===== config.mk =====
export PLATFORM = sky130hd
export DESIGN_NAME = cam_capture_rgb444_flat
export DESIGN_NICKNAME = d
export VERILOG_FILES = /design/src/rtl/cam_capture_rgb444_if.sv /design/src/rtl/cam_capture_rgb444.sv /design/src/flat_wrapper.sv
export SDC_FILE = /design/constraint.sdc
export NUM_CORES = 1
export LEC_CHECK = 0
export CAP_MARGIN = 10
export CORE_MARGIN = 1
export CORE_UTILIZATION = 54
export CTS_CLUSTER_SIZE = 24
export DETAILED_ROUTE_END_ITERATION = 8
export PLACE_DENSITY = 0.9
export SYNTH_ARGS = -nofsm -noshare
export SYNTH_HDL_FRONTEND = slang
export SYNTH_SLANG_ARGS = --single-unit

===== constraint.sdc =====
create_clock -name clk_w -period 2.5 [get_ports clk_w]
set_input_delay 0.25 -clock clk_w [delete_from_list [all_inputs] [get_ports clk_w]]
set_output_delay 0.25 -clock clk_w [all_outputs]
set_load 0.02 [all_outputs]

===== src/rtl/cam_capture_rgb444_if.sv =====
// Camera input bus and frame-buffer write port for the RGB444 capture stage.
interface cam_capture_rgb444_if #(
  parameter int unsigned AW = 15,
  parameter int unsigned DW = 12
);
  logic          vsync;
  logic          href;
  logic [7:0]    px_data;
  logic [AW-1:0] mem_px_addr;
  logic [DW-1:0] mem_px_data;
  logic          px_wr;
  logic          frame_done;

  // Capture block: consumes camera signals, drives the buffer write port.
  modport master (
    input  vsync, href, px_data,
    output mem_px_addr, mem_px_data, px_wr, frame_done
  );

  // Camera/buffer side: drives camera signals, consumes write strobes.
  modport slave (
    output vsync, href, px_data,
    input  mem_px_addr, mem_px_data, px_wr, frame_done
  );
endinterface


===== src/rtl/cam_capture_rgb444.sv =====
// OV7670 RGB444 capture: pairs bytes into 12-bit pixels and writes whole,
// resolution-clipped frames into the frame buffer, starting only at SOF.
module cam_capture_rgb444 #(
  parameter int unsigned AW       = 15,
  parameter int unsigned DW       = 12,
  parameter int unsigned H_PIXELS = 160,
  parameter int unsigned V_LINES  = 120
) (
  input  logic                  clk_w,
  input  logic                  reset,
  cam_capture_rgb444_if.master  bus
);

  localparam int unsigned CW = $clog2(H_PIXELS + 1);
  localparam int unsigned RW = $clog2(V_LINES + 1);

  typedef enum logic [1:0] {
    WAIT_SOF  = 2'd0,
    LINE_IDLE = 2'd1,
    BYTE1     = 2'd2,
    BYTE2     = 2'd3
  } state_t;

  state_t        state;
  state_t        state_nxt;
  logic          vsync_d;
  logic [CW-1:0] col;
  logic [RW-1:0] row;
  logic [AW-1:0] line_base;
  logic [3:0]    red_nib;

  logic sof_c;
  logic clr_c;
  logic latch_c;
  logic pix_c;
  logic eol_c;
  logic abort_c;
  logic in_win_c;

  assign sof_c    = vsync_d & ~bus.vsync;
  assign in_win_c = (col < CW'(H_PIXELS)) && (row < RW'(V_LINES));

  // State register.
  always_ff @(posedge clk_w or negedge reset) begin
    if (!reset) state <= WAIT_SOF;
    else        state <= state_nxt;
  end

  // Next-state logic; vsync high aborts any active frame before href is considered.
  always_comb begin
    state_nxt = state;
    case (state)
      WAIT_SOF: begin
        if (sof_c) state_nxt = LINE_IDLE;
      end
      LINE_IDLE: begin
        if (bus.vsync)     state_nxt = WAIT_SOF;
        else if (bus.href) state_nxt = BYTE2;
      end
      BYTE1: begin
        if (bus.vsync)     state_nxt = WAIT_SOF;
        else if (bus.href) state_nxt = BYTE2;
        else               state_nxt = LINE_IDLE;
      end
      BYTE2: begin
        if (bus.vsync)     state_nxt = WAIT_SOF;
        else if (bus.href) state_nxt = BYTE1;
        else               state_nxt = LINE_IDLE;
      end
      default: state_nxt = WAIT_SOF;
    endcase
  end

  // Action decode for the datapath registers.
  always_comb begin
    clr_c   = 1'b0;
    latch_c = 1'b0;
    pix_c   = 1'b0;
    eol_c   = 1'b0;
    abort_c = 1'b0;
    case (state)
      WAIT_SOF: begin
        clr_c = sof_c;
      end
      LINE_IDLE: begin
        abort_c = bus.vsync;
        latch_c = ~bus.vsync & bus.href;
      end
      BYTE1: begin
        abort_c = bus.vsync;
        latch_c = ~bus.vsync & bus.href;
        eol_c   = ~bus.vsync & ~bus.href;
      end
      BYTE2: begin
        abort_c = bus.vsync;
        pix_c   = ~bus.vsync & bus.href;
        eol_c   = ~bus.vsync & ~bus.href;
      end
      default: ;
    endcase
  end

  // Datapath: pixel assembly, row/column tracking and registered write port.
  always_ff @(posedge clk_w or negedge reset) begin
    if (!reset) begin
      vsync_d         <= 1'b0;
      col             <= '0;
      row             <= '0;
      line_base       <= '0;
      red_nib         <= '0;
      bus.mem_px_addr <= '0;
      bus.mem_px_data <= '0;
      bus.px_wr       <= 1'b0;
      bus.frame_done  <= 1'b0;
    end else begin
      vsync_d        <= bus.vsync;
      bus.frame_done <= abort_c;
      bus.px_wr      <= pix_c & in_win_c;
      if (latch_c) red_nib <= bus.px_data[3:0];
      if (pix_c && in_win_c) begin
        bus.mem_px_addr <= line_base + AW'(col);
        bus.mem_px_data <= DW'({red_nib, bus.px_data});
      end
      if (clr_c) begin
        col       <= '0;
        row       <= '0;
        line_base <= '0;
      end else if (eol_c) begin
        col <= '0;
        if (row < RW'(V_LINES)) begin
          row       <= row + 1'b1;
          line_base <= line_base + AW'(H_PIXELS);
        end
      end else if (pix_c && (col < CW'(H_PIXELS))) begin
        col <= col + 1'b1;
      end
    end
  end

endmodule


===== src/flat_wrapper.sv =====
// flat-port wrapper written by rule: the top's interface ports become plain ports
module cam_capture_rgb444_flat 
#(
  parameter int unsigned AW       = 15,
  parameter int unsigned DW       = 12,
  parameter int unsigned H_PIXELS = 160,
  parameter int unsigned V_LINES  = 120
)
  (clk_w, reset, bus_vsync, bus_href, bus_px_data, bus_mem_px_addr, bus_mem_px_data, bus_px_wr, bus_frame_done);
  cam_capture_rgb444_if #(.AW(AW), .DW(DW)) bus_i ();
  input  logic clk_w;
  input  logic reset;
  input wire logic [$bits(bus_i.vsync)-1:0] bus_vsync;
  input wire logic [$bits(bus_i.href)-1:0] bus_href;
  input wire logic [$bits(bus_i.px_data)-1:0] bus_px_data;
  output wire logic [$bits(bus_i.mem_px_addr)-1:0] bus_mem_px_addr;
  output wire logic [$bits(bus_i.mem_px_data)-1:0] bus_mem_px_data;
  output wire logic [$bits(bus_i.px_wr)-1:0] bus_px_wr;
  output wire logic [$bits(bus_i.frame_done)-1:0] bus_frame_done;
  assign bus_i.vsync = bus_vsync;
  assign bus_i.href = bus_href;
  assign bus_i.px_data = bus_px_data;
  assign bus_mem_px_addr = bus_i.mem_px_addr;
  assign bus_mem_px_data = bus_i.mem_px_data;
  assign bus_px_wr = bus_i.px_wr;
  assign bus_frame_done = bus_i.frame_done;
  cam_capture_rgb444 #(.AW(AW), .DW(DW), .H_PIXELS(H_PIXELS), .V_LINES(V_LINES)) u_core (.clk_w(clk_w), .reset(reset), .bus(bus_i));
endmodule

### Word-level counts from Yosys, hierarchy flattened

Cells that the tools add are included.
Widths: inputs -> output; s select.

| storage, ports and cells | value |
|---|---|
| output and inout bits | 29 |
| bits in registers | 66 |
| input bits | 12 |
| word-level logic and storage cells | 61 |

| operators by class | value |
|---|---|
| add/sub/neg operators | 4 |
| muxes and demuxes | 22 |
| eq/ne operators | 5 |
| magnitude comparators | 2 |
| reduce and logical (&&, ||, !) cells | 12 |
| bitwise logic cells | 6 |

Operators by type and width:

| kind | number |
|---|---|
| $mux 15 | 3 |
| $mux 8 | 3 |
| $mux 7 | 3 |
| $add 15x8->15 | 1 |
| $add 15x8->15 const B | 1 |
| $mux 2 | 7 |
| $add 8x1->8 const B | 1 |
| $lt 8x8->1 const B | 1 |
| $pmux 2 s4 | 1 |
| $add 7x1->7 const B | 1 |
| $lt 7x7->1 const B | 1 |
| $mux 1 | 5 |
| $and 1x1->1 | 4 |
| $eq 2x2->1 const B | 2 |
| $reduce_and 2->1 | 2 |
| $reduce_bool 2->1 | 2 |
| $reduce_or 2->1 | 2 |
| $logic_and 1x1->1 | 3 |
| $ne 3x3->1 const B | 1 |
| $reduce_bool 3->1 | 1 |
| $reduce_or 3->1 | 1 |
| $eq 2x1->1 const B | 1 |
| $logic_not 2->1 | 1 |
| $ne 2x1->1 const B | 1 |
| $not 1->1 | 2 |

### Depth between registers and ports, before layout

| logic depth | value |
|---|---|
| word-level depth | 7 |
| gate-level depth with buffers | 8 |
| mapped depth without buffers | 6 |

### Worst setup path before layout

No wires, ideal clock.

| timing | value |
|---|---|
| path type | reg-to-reg |
| from | register u_core.state[0] |
| to | register u_core.bus.mem_px_addr[1] |
| data required time | 2.375 ns |
| path buffers | 3 |
| setup time | 0.125 ns |
| path slack | 0.547 ns |
| period minus slack after synthesis | 1.953 ns |
| data arrival time | 1.828 ns |
| cell stages (with the launch flop) | 8 |
| cell sequence | dfrtp_1 > ha_1 > and3b_1 > clkbuf_1 > nand3b_1 > buf_2 > clkbuf_1 > mux2_2 |

| on the way | value |
|---|---|
| word-level cells in the longest chain between the ends | 3 |

RTL lines:

| what | line | RTL |
|---|---|---|
| start, declared | cam_capture_rgb444.sv:24 | `state_t state;` |
| start signal, assigned | cam_capture_rgb444.sv:46 | `else state <= state_nxt;` |
| $eq 2x2->1 | cam_capture_rgb444.sv:81 | `case (state)` |
| $mux 1 | cam_capture_rgb444.sv:81 |  |
| $logic_and 1x1->1 | cam_capture_rgb444.sv:120 | `if (pix_c && in_win_c) begin` |
| end signal, assigned | cam_capture_rgb444.sv:121 | `bus.mem_px_addr <= line_base + AW'(col);` |
| end, declared | cam_capture_rgb444_if.sv:17 | `output mem_px_addr, mem_px_data, px_wr, frame_done` |

Every way passes these cells.
A chain may end at the register's enable or synchronous reset.

### Worst setup path in the final report

| timing | value |
|---|---|
| from | register u_core.state[0] |
| to | register u_core.line_base[12] |

| on the way | value |
|---|---|
| word-level cells in the longest chain between the ends | 5 |
| elaborated cells between the ends (all ways) | 10 |
| classes of those cells | eq/ne (2); mux (3); reduce/logical (5) |

RTL lines:

| what | line | RTL |
|---|---|---|
| $eq 2x2->1 | cam_capture_rgb444.sv:81 |  |
| $reduce_or 2->1 (no line) | - |  |
| $mux 1 | - |  |
| $reduce_bool 2->1 (no line) | - |  |
| $reduce_and 2->1 (no line) | - |  |
| end signal, assigned | cam_capture_rgb444.sv:132 | `line_base <= line_base + AW'(H_PIXELS);` |
| end, declared | cam_capture_rgb444.sv:29 | `logic [AW-1:0] line_base;` |

Several ways; a longest one is shown, not always the timed one.

==> results.sh <==
export IMPL_p_leak_uw=0.00155
export IMPL_antenna_cells=0
export IMPL_p_switching_uw=1030
export IMPL_p_sw_frac=0.333
export IMPL_initial_utilization=0.561
export IMPL_nets=331
export IMPL_max_freq_mhz=477
export IMPL_clkPwrFrac=0.229
export IMPL_status="complete, no violations"
export IMPL_path_max_fanout=11
export IMPL_maxCapViolations=0
export IMPL_setup_viol=0
export IMPL_first_iter_violations=207
export IMPL_area_growth_syn_to_layout_pct=23.1
export IMPL_core_area_um2=5110
export IMPL_critPathSlowestCell="or4_1"
export IMPL_min_period_ps=2100
export IMPL_port_buffers=40
export IMPL_hold_viol_final=0
export IMPL_postCtsSetupRepairBufs=0
export IMPL_final_max_slew_viol_count=0
export IMPL_yosysTopAreaCell="dfrtp_1"
export IMPL_antenna_left=0
export IMPL_rr_startpoint="u_core.state[0]$_DFFE_PN0P_"
export IMPL_combPwrFrac=0.327
export IMPL_rsz0062_at_grt="no"
export IMPL_fin_cells=384
export IMPL_path_cells="inv_1 -> ha_1 -> nor2_1 -> or3_4 -> or4_1 -> a21oi_1"
export IMPL_arrival_ps=2350
export IMPL_crit_path_end_kind="flip-flop"
export IMPL_rows=26
export IMPL_synth_area_top_cells="dfrtp_1, mux2_2, xnor2_1"
export IMPL_vias=2133
export IMPL_synth_top_cell_area_share=0.533
export IMPL_vdd_drop_max_v=0.000631
export IMPL_synth_cell_types=40
export IMPL_drt_wl_total_um=5840
export IMPL_first_pass_iters=4
export IMPL_yosys_warnings=0
export IMPL_power_density_nw_per_um2=876
export IMPL_dp_cells=367
export IMPL_synth_seq_cells=61
export IMPL_syn_nets=282
export IMPL_drc=0
export IMPL_grt_max_degree=38
export IMPL_ys_seq_area_frac=0.533
export IMPL_die_area_um2=5600
export IMPL_antenna_found_initial=0
export IMPL_intPower_uw=2060
export IMPL_grt_pass1_vias=2160
export IMPL_cp_required_ps=2750
export IMPL_max_slew_margin_rel=0.507
export IMPL_synth_cell_area_um2=2870
export IMPL_seq_power_share=0.444
export IMPL_dp_hpwl_um=4240
export IMPL_ctsRootBufferMaster="clkbuf_8"
export IMPL_worstSetupPathType="flip-flop to flip-flop"
export IMPL_numCtsBuffers=9
export IMPL_grt_pass1_wl_um=10100
export IMPL_drive_gt1_frac=0.143
export IMPL_path_clk_slew_ps=60
export IMPL_multi_input_area_um2=1260
export IMPL_grt_use_total=0.246
export IMPL_fp_dieW_um=74.9
export IMPL_clock_path_buffers=2
export IMPL_crit_path_start="u_core.state[0]$_DFFE_PN0P_"
export IMPL_overflow=0
export IMPL_cpPeakStageDelay_ps=530
export IMPL_cts_max_level=3
export IMPL_placed_area_um2=3370
export IMPL_start_kind="flip-flop"
export IMPL_insertion_delay_ps=330
export IMPL_finalCritPeriodShare=0.838
export IMPL_avgSynthCellArea_um2=11.0
export IMPL_tightestPinTransition_ps=736
export IMPL_gp_congestion=0.811
export IMPL_fin_area_um2=3530
export IMPL_die_h_um=74.9
export IMPL_cts_tree="done"
export IMPL_tns_ps=0
export IMPL_fillers=386
export IMPL_ios=41
export IMPL_synthCells=260
export IMPL_cts_sinks=61
export IMPL_hp_class="input pin to asynchronous set/reset pin"
export IMPL_viasPerCell=5.55
export IMPL_seq_area_um2=1530
export IMPL_skew_ps=6.29
export IMPL_wl_per_cell_um=15.2
## worst max-delay path, delay by kind of cell (launching register included)
kind	cells	cell delay (ps)
buffers and inverters	1	100
AO/OA/AOI/OAI	1	160
AND/OR/NAND/NOR	3	1140
flip-flops	1	420
adder cells (fa/ha/maj)	1	200
## metal layers
layer	global-route usage	wire [um]	vias to the layer above
li1	-	-	1015
met1	0.295	2490	1054
met2	0.419	3020	53
met3	0.0415	201	11
met4	0.145	125	0
met5	0	0	-
## synthesized netlist by cell type, drive strengths merged
cell type and count:
dfrtp 61, nor2 26, mux2 22, nand2 21, xnor2 17, o21ai 12
a21oi 11, ha 10, clkbuf 8, nor4 8, nand3 7, nor3 6
xor2 6, nand3b 5, buf 4, inv 4, o31ai 4, nand2b 3
or4 3, a31oi 2, and3 2, nor3b 2, or3 2, a211oi 1
a22oi 1, a41o 1, and3b 1, and4 1, nand4 1, nand4b 1
nor2b 1, nor4b 1, o2111ai 1, o211ai 1, o22a 1, o32ai 1
or2 1
## logic make-up after synthesis
group | count (synthesis) | share of synthesized area
flip-flops | 61 | 0.533
multiplexers | 22 | 0.0864
AND/OR/NAND/NOR | 92 | 0.165
buffers and inverters | 16 | 0.0271
adder cells (fa/ha/maj) | 10 | 0.0436
XOR/XNOR | 23 | 0.0703
AO/OA/AOI/OAI | 36 | 0.0755
## power by group through the flow
stage | Combinational, uW | Sequential [uW] | Clock (uW)
floorplan | 455 | 1500 | 0
global placement | 963 | 1360 | 0
detailed placement | 1010 | 1390 | 0
CTS | 1020 | 1370 | 717
global route | 1100 | 1400 | 755
finish | 1010 | 1370 | 708
## what timing repair did
action,CTS,global route
hold buffers,1,0
gates resized for setup,0,0
endpoints found under the hold margin,13,0
## final timing paths
check / cells after the start / slack [ps] / endpoint
worst max-delay path: 6 / 400 / u_core.line_base[12]$_DFFE_PN0P_
min in group clk_w: 2 / 490 / u_core.bus.mem_px_addr[10]$_DFFE_PN0P_
worst max register to register: 6 / 400 / u_core.line_base[12]$_DFFE_PN0P_
worst min register to register: 2 / 490 / u_core.bus.mem_px_addr[10]$_DFFE_PN0P_
max in group asynchronous: 3 / 1490 / u_core.bus.mem_px_addr[11]$_DFFE_PN0P_
worst min-delay path: 2 / 360 / u_core.col[1]$_DFFE_PN0P_
## final cells by class
type,count,share of cell area
Clock buffer,14,0.0404
Clock inverter,2,0.00284
Tap cell,70,0.0248
Sequential cell,61,0.432
Multi-Input combinational cell,183,0.358
Inverter,4,0.00425
Timing Repair Buffer,50,0.138
## registers in the layout, summed over array words and instances, names as in the netlist
name and cells:
u_core.bus.mem_px_data 12, u_core.line_base 10, u_core.row 7, u_core.state 2, u_core.bus.frame_done 1, u_core.bus.px_wr 1
u_core.bus.mem_px_addr 15, u_core.col 8, u_core.red_nib 4, u_core.vsync_d 1
## through the flow
step / util / hold slack (ps) / setup WS, ps / power, uW
2_1_floorplan: - / -45.6 / 547 / 1960
4_1_cts: 0.691 / 354 / 409 / 3110
5_1_grt: 0.691 / 401 / 288 / 3260
3_3_place_gp: 0.659 / 165 / 384 / 2330
3_5_place_dp: 0.659 / 172 / 267 / 2400
6_report: 0.691 / 356 / 405 / 3090
## cell usage in the layout (no fill, tap or decap), drive strengths merged, types with 2 or more instances in the layout
cell type,instances
o31ai,4
nand3b,5
a31oi,2
buf,10
nand3,7
mux2,22
dfrtp,61
clkinv,2
xor2,6
a21oi,11
nor3,6
clkdlybuf4s50,39
nor3b,2
o21ai,12
nand2b,3
and3,2
xnor2,17
nor2,26
inv,4
clkbuf,14
or3,2
ha,10
nor4,8
nand2,21
or4,3
Power figures use the tool's default switching activity.
